## config.mk

```make
export PLATFORM = sky130hd
export DESIGN_NAME = vz_loader
export DESIGN_NICKNAME = d
export VERILOG_FILES = /design/src/rtl/vz_loader.sv
export SDC_FILE = /design/constraint.sdc
export NUM_CORES = 1
export LEC_CHECK = 0
export BUFFER_PORTS_ARGS = -buffer_cell sky130_fd_sc_hd__buf_4
export CAP_MARGIN = 5
export CORE_ASPECT_RATIO = 1.25
export CORE_MARGIN = 2
export CORE_UTILIZATION = 33
export CTS_CLUSTER_SIZE = 28
export DETAILED_ROUTE_END_ITERATION = 10
export SETUP_SLACK_MARGIN = 0.3
export SLEW_MARGIN = 20
export SYNTH_ARGS = -nofsm -noshare
export SYNTH_HDL_FRONTEND = slang
export SYNTH_SLANG_ARGS = --single-unit
```

## constraint.sdc

```tcl
create_clock -name clk_sys -period 5.25 [get_ports clk_sys]
set_clock_uncertainty 0.05 [all_clocks]
set_input_delay 0.7875 -clock clk_sys [delete_from_list [all_inputs] [get_ports clk_sys]]
set_output_delay 0.7875 -clock clk_sys [all_outputs]
set_load 0.05 [all_outputs]
```

## src/rtl/vz_loader.sv

```systemverilog
// ---------------------------------------------------------------------------
// vz_loader
//
// Takes a VZ snapshot streamed over the HPS ioctl download port and loads it
// into LASER310 RAM. The file has a 24-byte header followed by the payload.
// The payload lands at the start address from the header. After the stream
// ends, the ROM pointer cells are patched. A BASIC file (type F0) gets its
// program start/end pointers set so that RUN works. A machine-code file
// (type F1) gets the USR entry pointer set.
//
// Ports
//   clk_sys        system clock, all logic on the rising edge
//   reset          synchronous, active-high
//   ioctl_download download in progress
//   ioctl_index    download slot; only VZ_INDEX is acted on
//   ioctl_wr       one-cycle byte strobe
//   ioctl_addr     byte offset within the file
//   ioctl_dout     byte value
//   mem_addr       RAM write address
//   mem_data       RAM write data
//   mem_wr         one-cycle RAM write strobe
//   busy           high from download start until fixups complete
//   done           one-cycle pulse on successful completion
//   err            sticky error, cleared at the next VZ download start
//   file_type      header byte 21
//   start_addr     header bytes 22 (lo) / 23 (hi)
//   end_addr       start_addr + payload length (one past the last byte)
//
// Handshake: there is no back-pressure on either side. Each cycle with
// ioctl_wr high while the VZ download is active delivers exactly one byte.
// Each cycle with mem_wr high is exactly one RAM write, and the RAM accepts
// it in that same cycle. A payload byte reaches mem_* exactly one cycle after
// its ioctl_wr.
// ---------------------------------------------------------------------------
module vz_loader #(
  parameter logic [7:0]  VZ_INDEX        = 8'd1,
  parameter bit          CHECK_MAGIC     = 1'b1,
  parameter logic [15:0] BASIC_PTR_START = 16'h78A4,
  parameter logic [15:0] BASIC_PTR_END   = 16'h78F9,
  parameter logic [15:0] USR_PTR         = 16'h788E
) (
  input  logic        clk_sys,
  input  logic        reset,
  input  logic        ioctl_download,
  input  logic [7:0]  ioctl_index,
  input  logic        ioctl_wr,
  input  logic [15:0] ioctl_addr,
  input  logic [7:0]  ioctl_dout,
  output logic [15:0] mem_addr,
  output logic [7:0]  mem_data,
  output logic        mem_wr,
  output logic        busy,
  output logic        done,
  output logic        err,
  output logic [7:0]  file_type,
  output logic [15:0] start_addr,
  output logic [15:0] end_addr
);

  typedef enum logic [2:0] {
    S_IDLE  = 3'd0,
    S_HDR   = 3'd1,
    S_DATA  = 3'd2,
    S_FIXUP = 3'd3,
    S_DONE  = 3'd4,
    S_ERR   = 3'd5
  } state_t;

  state_t      state_q;
  logic        dl;
  logic        dl_q;
  logic        dl_rise;
  logic        dl_fall;
  logic        acc;
  logic        hdr_wr;
  logic        data_wr;
  logic [31:0] magic_q;
  logic        magic_ok;
  logic [15:0] count_q;
  logic [15:0] count_nxt;
  logic [15:0] cand;
  logic [15:0] off;
  logic [15:0] hdr_start;
  logic [1:0]  fix_idx_q;
  logic        fix_en;
  logic        fix_last;
  logic [15:0] fix_addr;
  logic [7:0]  fix_data;

  assign dl      = ioctl_download & (ioctl_index == VZ_INDEX);
  assign dl_rise = dl & ~dl_q;
  assign dl_fall = ~dl & dl_q;
  // A strobe in the same cycle as the falling edge still belongs to the file.
  assign acc     = ioctl_wr & (dl | dl_q);
  assign hdr_wr  = acc & (ioctl_addr < 16'd24);
  assign data_wr = acc & (ioctl_addr >= 16'd24);

  assign off       = ioctl_addr - 16'd24;
  assign cand      = ioctl_addr - 16'd23;
  assign count_nxt = (data_wr && (cand > count_q)) ? cand : count_q;
  // The start address as it will be once the header byte 23 now on the bus is stored.
  assign hdr_start = {ioctl_dout, start_addr[7:0]};

  // Magic bytes are stored little-endian: byte 0 is in bits [7:0].
  assign magic_ok = (magic_q == 32'h3046_5A56) ||  // "VZF0"
                    (magic_q == 32'h0000_2020);    // 20 20 00 00

  // Pointer-cell write for the current fixup step.
  always_comb begin
    fix_en   = 1'b0;
    fix_last = 1'b1;
    fix_addr = 16'h0000;
    fix_data = 8'h00;
    case (file_type)
      8'hF0: begin
        fix_en   = 1'b1;
        fix_last = (fix_idx_q == 2'd3);
        case (fix_idx_q)
          2'd0: begin fix_addr = BASIC_PTR_START;         fix_data = start_addr[7:0];  end
          2'd1: begin fix_addr = BASIC_PTR_START + 16'd1; fix_data = start_addr[15:8]; end
          2'd2: begin fix_addr = BASIC_PTR_END;           fix_data = end_addr[7:0];    end
          default: begin fix_addr = BASIC_PTR_END + 16'd1; fix_data = end_addr[15:8]; end
        endcase
      end
      8'hF1: begin
        fix_en   = 1'b1;
        fix_last = (fix_idx_q == 2'd1);
        if (fix_idx_q[0]) begin
          fix_addr = USR_PTR + 16'd1;
          fix_data = start_addr[15:8];
        end else begin
          fix_addr = USR_PTR;
          fix_data = start_addr[7:0];
        end
      end
      default: ;
    endcase
  end

  // dl_q is not reset. If a download is still running when reset is released,
  // it must not show up as a rising edge.
  always_ff @(posedge clk_sys) begin
    dl_q <= dl;
  end

  always_ff @(posedge clk_sys) begin
    if (reset) begin
      state_q    <= S_IDLE;
      mem_addr   <= 16'h0000;
      mem_data   <= 8'h00;
      mem_wr     <= 1'b0;
      busy       <= 1'b0;
      done       <= 1'b0;
      err        <= 1'b0;
      file_type  <= 8'h00;
      start_addr <= 16'h0000;
      end_addr   <= 16'h0000;
      magic_q    <= 32'h0;
      count_q    <= 16'h0000;
      fix_idx_q  <= 2'd0;
    end else begin
      mem_wr <= 1'b0;
      done   <= 1'b0;
      if (dl_rise) begin
        // A new VZ download wins over whatever was in progress.
        state_q    <= S_HDR;
        busy       <= 1'b1;
        err        <= 1'b0;
        file_type  <= 8'h00;
        start_addr <= 16'h0000;
        magic_q    <= 32'h0;
        count_q    <= 16'h0000;
        fix_idx_q  <= 2'd0;
      end else begin
        unique case (state_q)
          S_IDLE: ;
          S_HDR: begin
            if (hdr_wr) begin
              case (ioctl_addr[4:0])
                5'd0:  magic_q[7:0]     <= ioctl_dout;
                5'd1:  magic_q[15:8]    <= ioctl_dout;
                5'd2:  magic_q[23:16]   <= ioctl_dout;
                5'd3:  magic_q[31:24]   <= ioctl_dout;
                5'd21: file_type        <= ioctl_dout;
                5'd22: start_addr[7:0]  <= ioctl_dout;
                5'd23: start_addr[15:8] <= ioctl_dout;
                default: ;
              endcase
            end
            if (hdr_wr && (ioctl_addr[4:0] == 5'd23)) begin
              if (CHECK_MAGIC && !magic_ok) begin
                state_q <= S_ERR;
                err     <= 1'b1;
                busy    <= 1'b0;
              end else if (dl_fall) begin
                // The header ended on its last byte: zero-length payload.
                state_q   <= S_FIXUP;
                end_addr  <= hdr_start;
                fix_idx_q <= 2'd0;
              end else begin
                state_q <= S_DATA;
              end
            end else if (dl_fall) begin
              state_q <= S_ERR;
              err     <= 1'b1;
              busy    <= 1'b0;
            end
          end
          S_DATA: begin
            if (data_wr) begin
              mem_wr   <= 1'b1;
              mem_addr <= start_addr + off;
              mem_data <= ioctl_dout;
              count_q  <= count_nxt;
            end
            if (dl_fall) begin
              state_q   <= S_FIXUP;
              end_addr  <= start_addr + count_nxt;
              fix_idx_q <= 2'd0;
            end
          end
          S_FIXUP: begin
            if (fix_en) begin
              mem_wr   <= 1'b1;
              mem_addr <= fix_addr;
              mem_data <= fix_data;
            end
            if (fix_last) state_q <= S_DONE;
            fix_idx_q <= fix_idx_q + 2'd1;
          end
          S_DONE: begin
            done    <= 1'b1;
            busy    <= 1'b0;
            state_q <= S_IDLE;
          end
          S_ERR: begin
            if (!dl) state_q <= S_IDLE;
          end
          default: state_q <= S_IDLE;
        endcase
      end
    end
  end

endmodule

```

==> run metrics, run 1 <==
CP Launch Type input port; initial antenna violation count 0; final setup fails 0; number of hold violations in the final report 0; Peak VDD IR 0.201 mV; RSZ-0062 raised after global routing yes; CTS Buffer Depth 2; status complete, no violations; Synth warnings 0; WL per Instance ~18 µm; Final Core Density 0.434; initial core utilization 0.333; vias per cell 5.40; Diodes inserted 0; syn_area_per_cell 7.79 µm²; Worst-Margin Slew 0.943 ns; Max-cap violations 0; crit-path max FO 6; Port Buf Inserts 103; TritonCTS clock tree built; Hold Buf Count CTS 0; CP endpoint kind flop; fin crit period 5.02 ns; full die area 0.0251 mm²; WP data required 5.51 ns; core box area 0.0236 mm²; DRT Wirelength 26500 µm; Overflow after GRT 0; Fin Setup TNS 0 ns; WHS 0.400 ns; Synth Cell Area 0.00785 mm²; largest net degree at the start of global routing 48; root buf cell clkbuf_16; top area cells in the synthesized netlist dfxtp_1, ha_1, a21oi_1; Distinct cells, synth 59; CP peak stage delay 0.54 ns; Filler cells ~2300; worst rel slew slack 0.371; number of global-route vias before repair 7274; Post-Synthesis Cells 1008; DR DRC count 0; detailed placer's ending HPWL 19700 µm; Yosys reg bits ~120; leakage 4.38 nW; first-pass GRT wire length a little over 40000 µm; Design Area, Final 0.0102 mm²; Fmax 199 MHz; ys async rst share 0; Worst Path Arrival 5.28 ns; Mapped Nets 1121; Post-synth EDFFs 0; slowest cell on the critical path or4_4; Final period util 0.956; I/O pin cnt between 100 and 150; Post-synth top flop dfxtp_1; Synth top area share 0.311; Synth area leader dfxtp_1; GPL Wtd Cong 0.971; clock sinks 122; die height 176 µm; sequential area share after synthesis 0.311; fin. max-slew vios 0; CP top delay family compound AO/OA/AOI/OAI gates; crit-path cells buf_6 > or4_4 > nand2b_4 > nor2_4 > xnor2_2 > ha_1 > a21oi_1 > nand2_1 > a21o_1 > o41a_1 > clkbuf_16 > o21ai_4 > ha_4 > a211oi_4 > o21ai_2 > a2111oi_4 > a211oi_2 > a31oi_2 > o21ai_1 > xnor2_1 > o41ai_1; cts bufs inserted 17; Clk Latency, worst-skew pair roughly 0.43 ns; Cell Rows 63; WS Path Type in -> reg; PwrDens 227 mW/mm²; Clock Pin Slew Worst Setup and Hold Paths 0.06 ns; Area Overhead vs Synth 30.3%; DP Area 0.00937 mm²; DRT iter0 DRCs 641; Die X around 140 µm; Nets around 1300; buffer and inverter count on the worst path 2; GRT Util Overall 0.210; share of layout cells above drive strength 1 0.228; H-tree levels 4; worst hold path class reg -> reg; Final ANT Viol Nets 0; DR vias 7844; DRT Pass-1 Iters 8
-- cells in the final DEF (no fill, tap or decap), drive strengths merged, types with 5 or more instances in the layout --
cell type	synthesis	layout
a211oi	29	29
inv	72	80
a21o	11	11
a31oi	6	6
o211ai	7	7
or3	5	5
nand4	9	9
nand2	120	120
a221oi	10	10
buf	7	180
a311oi	14	14
mux2i	37	37
ha	75	75
clkbuf	54	19
dfxtp	122	122
a222oi	8	8
xor2	13	13
nand2b	9	9
a21oi	99	99
nor4	9	9
xnor2	27	27
nor2	106	106
o21ai	37	37
nor3	30	30
nand3	39	39
-- stage by stage --
| step | std cells | power, mW | setup slack, ns |
|---|---|---|---|
| global route | 1452 | 2.40 | 0.00587 |
| detailed placement | 1412 | 1.15 | -0.127 |
| CTS | 1444 | 2.33 | 0.312 |
| global placement | 1412 | 1.15 | -0.0811 |
| finish | 1452 | 2.33 | 0.233 |
| floorplan | 1008 | 1.07 | 0.150 |
-- worst reg2reg max path: cells and delay by family, from the launching register on --
kind	cells	cell delay [ns]
xor+xnor	1	0.13
compound gates	11	2.50
flops	1	0.31
buf+inv	2	0.30
fa+ha+maj	2	0.55
simple gates	1	0.13
-- kinds of logic (layout without fill, tap and decap cells) --
group | Yosys count | count (layout) | share of synthesized area
buffers and inverters | 133 | 285 | 0.0648
AOI/OAI and AO/OA | 239 | 239 | 0.194
muxes | 38 | 38 | 0.0486
adders and majority gates | 77 | 77 | 0.125
xor gates and xnor gates | 40 | 40 | 0.0446
and+or+nand+nor | 359 | 359 | 0.212
DFF | 122 | 122 | 0.311
-- synth_stat cells (8+ instances only) --
cell type / count
dfxtp_1: 122
a221oi_1: 9
clkbuf_1: 53
nor3_1: 30
a21oi_1: 99
xnor2_1: 27
ha_1: 75
o21ai_0: 35
inv_1: 72
nand4_1: 9
mux2i_1: 37
nor4_1: 8
a311oi_1: 14
nand2b_1: 9
nand2_1: 119
a211oi_1: 29
a21o_1: 11
xor2_1: 13
nor2_1: 106
nand3_1: 39
a222oi_1: 8
-- what timing repair did --
item,in CTS,in global routing
setup buffers,0,7
pin swaps,0,36
endpoints found under the setup margin,1,10
gates cloned,0,1
resized for setup,1,41
-- path summary, 6_finish.rpt --
path	from	endpoint	slack (ns)	depth (start not counted)
hold / removal	mem_addr[8]	mem_addr[8]	0.40	2
setup / recovery	ioctl_addr[8]	end_addr[15]	0.23	21
setup reg to reg	count_q[1]	end_addr[15]	1.15	17
hold reg to reg	mem_addr[8]	mem_addr[8]	0.40	2
-- sequential cells by signal (all words and copies together) (netlist names) --
register and cells:
magic_q 32, busy 1, start_addr 16, count_q 16, dl_q 1, fix_idx_q 2
err 1, state_q 3, done 1, file_type 8, mem_wr 1, mem_data 8
mem_addr 16, end_addr 16
-- routing by layer --
layer	up-vias	track usage	wire length, µm
met3	70	0.0325	1370
li1	3843	-	-
met2	269	0.365	13100
met5	-	0	0
met1	3662	0.248	10700
met4	0	0.109	1340
-- area by class of cell --
type,count,area (µm²),area share
clock buffers,18,439,0.0429
clock inverters,14,153,0.0149
inverters,72,270,0.0264
multi-input cells,753,5150,0.504
flip-flops and latches,122,2440,0.239
well taps,292,365,0.0357
repair buffers,181,1410,0.138
-- report_power, final --
| group | internal, mW | total [mW] | switching (mW) |
|---|---|---|---|
| logic | 0.0863 | 0.212 | 0.125 |
| clock network | 0.685 | 1.19 | 0.504 |
| registers | 0.926 | 0.926 | 0.000500 |
| total | 1.70 | 2.33 | 0.630 |
Note: power is estimated with default switching activity, not from simulation.
==> run 2: changes to the inputs <==
CORE_UTILIZATION = 50   (was 33)
CTS_CLUSTER_DIAMETER = 200   (was not set)
PLACE_DENSITY = 0.73   (was not set)
SETUP_SLACK_MARGIN = 0.05   (was 0.3)
==> run metrics, run 2 (synthesized netlist as in run 1, its figures left out) <==
cts bufs inserted 17; max reg flops 32; detailed placer's ending HPWL 18400 µm; WL per Instance 18.3 µm; Worst-Margin Slew 0.978 ns; DRT Pass-1 Iters 7; final setup fails 0; number of global-route vias before repair between 7000 and 8000; Final ANT Viol Nets 0; status complete, no violations; sequential cell area between 0.002 and 0.0025 mm²; core box area 0.0155 mm²; Area Overhead vs Synth 26.0%; CP peak stage delay 0.44 ns; clock sinks roughly 120; WS Path Type in -> reg; Hold Buf Count CTS 0; Max-cap violations 0; initial core utilization 0.506; root buf cell clkbuf_16; Overflow after GRT 0; Psw ~590 µW; Worst Path Arrival 5.27 ns; Final period util 0.952; die height 144 µm; largest reg by FF count magic_q; Port Buf Inserts just over 100; Final Core Density 0.638; Peak VDD IR about 0.20 mV; largest net degree at the start of global routing 49; TritonCTS clock tree built; CTS Buffer Depth 2; DRT iter0 DRCs around 910; crit-path cells buf_4 > ha_1 > a21oi_1 > buf_4 > o21ai_1 > nor2_1 > xnor2_1 > ha_1 > a21oi_1 > nand2_1 > a21o_1 > o41a_1 > buf_6 > o21ai_1 > ha_1 > a21oi_2 > nand2b_1 > a2111oi_4 > a211oi_2 > a31oi_2 > o21ai_1 > xnor2_1 > o41ai_1; worst rel slew slack 0.348; PwrDens 230 mW/mm²; Flop pwr share 0.407; part of the power in the clock network 0.501; share of layout cells above drive strength 1 0.206; Fmax 200 MHz; vias per cell 5.81; DRT Wirelength roughly 25000 µm; most common cell after layout, fill and taps aside buf_4; DP Cell Count 1330; Clock Pin Slew Worst Setup and Hold Paths approximately 0.060 ns; GPL Wtd Cong 0.930; GR Util met2 0.492; number of hold violations in the final report 0; Diodes inserted 0; Gate power share 0.091; DR vias 7934; leakage 4.28 nW; fin. max-slew vios 0; DR DRC count 0; most frequent cells in the layout buf_4, dfxtp_1, nand2_1; Nets 1254; Fin Setup TNS 0 ns; CP Launch Type input port; Layout Cells excl Fill 1366; CP endpoint kind flop; first-pass GRT wire length 38300 µm; fin crit period 5.00 ns; Int Pwr about 1.7 mW; met3 Usage GRT 0.0566; Filler cells 1390; Sw Ratio 0.259; worst hold path class reg -> reg; Cell Rows 51; slowest cell on the critical path o41a_1; buffer and inverter count on the worst path 3; GRT met1 Usage 0.376; crit-path max FO 11; GRT Util Overall 0.301; Multi-input gate area about 0.0050 mm²; initial antenna violation count 0; I/O pin cnt 104; CP top delay family compound AO/OA/AOI/OAI gates; RSZ-0062 raised after global routing yes; Die X 116 µm; GR peak layer met2; WP data required 5.52 ns; Clk Latency, worst-skew pair around 0.43 ns; full die area between 0.015 and 0.02 mm²; H-tree levels 4
## run 2: changes by cell type in the layout (fill, tap and decap cells not counted), moves of 3 or more
cell,previous run,this run
buf_4,176,173
a21oi_2,4,1
ha_1,69,73
inv_8,4,1
o21ai_0,21,24
o21ai_2,7,4
a21oi_1,95,98
## run 2: layout make-up
| class | instances | share of cell area |
|---|---|---|
| Timing Repair Buffer | 175 | 0.134 |
| Multi-Input combinational cell | 753 | 0.507 |
| Tap cell | 212 | 0.0268 |
| Inverter | 72 | 0.0273 |
| Clock buffer | 18 | 0.0444 |
| Clock inverter | 14 | 0.0140 |
| Sequential cell | 122 | 0.247 |
## run 2: worst register-to-register path: stages, from the launching register on
cell and delay [ns]:
dfxtp_1 0.35, inv_1 0.05, ha_1 0.33, a21oi_1 0.20, nand2_1 0.08, a21o_1 0.18, o41a_1 0.44, buf_6 0.17
o21ai_1 0.19, ha_1 0.30, a21oi_2 0.20, nand2b_1 0.15, a2111oi_4 0.38, a211oi_2 0.08, a31oi_2 0.21, o21ai_1 0.11
xnor2_1 0.13, o41ai_1 0.22
## run 2: power groups by stage
stage	clock, mW	sequential [mW]	combinational [mW]
after floorplan	0	0.948	0.120
after global placement	0	0.947	0.200
after detailed placement	0	0.947	0.202
after CTS	1.15	0.927	0.203
after global routing	1.19	0.926	0.229
final	1.14	0.927	0.208
## run 2: what timing repair did
action / in CTS / in global routing
endpoints found under the setup margin: 0 / 10
gates resized for setup: 0 / 21
buffers inserted: 0 / 3
## run 2: path summary, 6_finish.rpt
check | from | end | slack (ns) | cells past startpoint
worst max-delay path | ioctl_addr[1] | end_addr[15] | 0.25 | 23
worst min-delay path | mem_addr[8] | mem_addr[8] | 0.40 | 2
worst max register to register | count_q[14] | end_addr[15] | 1.32 | 17
worst min register to register | mem_addr[8] | mem_addr[8] | 0.40 | 2
## run 2: stage by stage
step | setup WS [ns] | hold slack (ns) | area (µm²) | total power [mW]
finish | 0.252 | 0.399 | 9890 | 2.28
global route | -0.0991 | 0.420 | 9890 | 2.34
CTS | 0.133 | 0.402 | 9780 | 2.28
detailed placement | -0.305 | 0.395 | 9210 | 1.15
global placement | -0.231 | 0.391 | 9210 | 1.15
floorplan | 0.0664 | 0.381 | 7900 | 1.07
## run 2: per-layer routing
layer	wire length [µm]	share of wire	vias to the layer above
met5	0	0	-
met4	1140	0.046	0
met3	1890	0.076	83
met2	11700	0.47	377
met1	10200	0.41	3651
li1	-	-	3823
==> run 3: changes to the inputs <==
MAX_ROUTING_LAYER = met4   (was not set)
==> run metrics, run 3 (synthesized netlist as in run 1, its figures left out) <==
status complete, no violations; cells on worst reg2reg path 18; part of the power in the clock network 0.523; Final Core Density 0.644; DRT Wirelength 25000 µm; Worst Path Arrival 5.23 ns; Area Overhead vs Synth 27.2%; share of layout cells above drive strength 1 0.213; GPL Wtd Cong roughly 0.93; detailed placer's ending HPWL 18600 µm; Max-cap violations 0; max reg flops 32; CP endpoint kind flop; pre-CTS WS -0.343 ns; Sw Ratio 0.242; Layout Cells excl Fill 1368; GRT Util Overall 0.315; Die X 116 µm; Clock Pin Slew Worst Setup and Hold Paths 0.06 ns; worst hold path class reg -> reg; crit-path max FO 12; I/O pin cnt 104; most frequent cells in the layout buf_4, dfxtp_1, nand2_1; Diodes inserted 0; first-pass GRT wire length around 39000 µm; DR DRC count 0; Final ANT Viol Nets 0; Fin Setup TNS 0 ns; fin. max-slew vios 0; full die area 0.0167 mm²; WS Path Type in -> reg; WL per Instance 18.3 µm; CP Launch Type input port; largest reg by FF count magic_q; DR vias 7911; largest net degree at the start of global routing 48; H-tree levels 4; DP Cell Count 1332; Nets 1256; number of global-route vias before repair 7393; Fmax 201 MHz; Cell Rows 51; initial core utilization 0.506; Final Worst Setup Slack 0.282 ns; CTS Buffer Depth 2; CP Launch Point ioctl_addr[11]; Overflow after GRT 0; cts bufs inserted 17; Hold Buf Count CTS 0; RSZ-0062 raised after global routing yes; fin crit period 4.97 ns; Gate power share 0.087; Flop pwr share 0.390; Worst Setup EP end_addr[15]; Worst R2R Setup Slack between 1 and 1.5 ns; WP data required 5.51 ns; Port Buf Inserts slightly above 100; die height 144 µm; Filler cells 1371; R2R Path Start count_q[11]; most common cell after layout, fill and taps aside buf_4; core box area roughly 0.016 mm²; leakage 4.32 nW; final setup fails 0; Final period util 0.946; clock sinks 122; WHS just under 0.4 ns; Design Area, Final between 0.009 and 0.01 mm²; Worst-Margin Slew 0.965 ns; root buf cell clkbuf_16; Clk Latency, worst-skew pair 0.42 ns; RR Endpoint end_addr[15]; DRT Pass-1 Iters 6; number of hold violations in the final report 0; Psw approximately 580 µW; initial antenna violation count 0; Int Pwr approximately 1.8 mW; PwrDens between 200 and 250 mW/mm²; TritonCTS clock tree built; DRT iter0 DRCs around 710; Peak VDD IR 0.169 mV; worst rel slew slack 0.356; total power 2.38 mW; vias per cell 5.78; DP Area slightly above 0.009 mm²
-- run 3: cell count changes in the layout (fill, tap and decap cells not counted), sizes merged --
| cell | change |
|---|---|
| buf | +2 |
| clkbuf | +2 |
| clkinv | -2 |
| bufinv | +2 |
| inv | -2 |
-- run 3: worst min-delay path by stage --
stage / from / endpoint / cells past startpoint
floorplan: magic_q[23] / magic_q[23] / 2
global placement: magic_q[7] / magic_q[7] / 2
detailed placement: magic_q[23] / magic_q[23] / 2
CTS: mem_addr[10] / mem_addr[10] / 2
global route: mem_addr[10] / mem_addr[10] / 2
finish: mem_addr[10] / mem_addr[10] / 2
-- run 3: power by group through the flow --
stage | Clock [mW] | Sequential (mW) | Combinational [mW]
after floorplan | 0 | 0.948 | 0.120
after global placement | 0 | 0.947 | 0.199
after detailed placement | 0 | 0.947 | 0.200
after CTS | 1.25 | 0.927 | 0.202
after global routing | 1.29 | 0.926 | 0.228
final | 1.24 | 0.927 | 0.207
-- run 3: repair_timing --
item / 4_1_cts / 5_1_grt
endpoints found under the hold margin: 0 / 0
gates resized for setup: 0 / 25
endpoints found under the setup margin: 0 / 11
buffers inserted: 0 / 4
-- run 3: cell type report --
class	count	area (µm²)	area share
Inverter	72	270	0.0271
Sequential cell	122	2440	0.244
Timing Repair Buffer	177	1340	0.134
Clock inverter	12	161	0.0162
Clock buffer	20	467	0.0467
Tap cell	212	265	0.0266
Multi-Input combinational cell	753	5050	0.505
-- run 3: metal layers --
layer / vias up / global-route usage / part of all wire / wire length [µm]
met5: - / - / 0 / 0
met4: 0 / 0.169 / 0.051 / 1280
met3: 86 / 0.0549 / 0.077 / 1920
met2: 378 / 0.505 / 0.47 / 11700
met1: 3614 / 0.378 / 0.40 / 10100
li1: 3833 / - / - / -
-- run 3: worst max-delay path, cell delays in order --
cell and delay, ns:
buf_4 0.11, or4_4 0.53, nand2b_1 0.19, nor2_1 0.14
xnor2_1 0.15, ha_1 0.28, a21oi_1 0.15, nand2_1 0.07
a21o_1 0.18, o41a_1 0.44, buf_6 0.16, nand2_1 0.07
o21ai_2 0.06, ha_1 0.30, a211oi_2 0.31, o21ai_2 0.11
a2111oi_4 0.37, a211oi_2 0.10, a31oi_2 0.22, o21ai_1 0.12
xnor2_1 0.13, o41ai_1 0.25
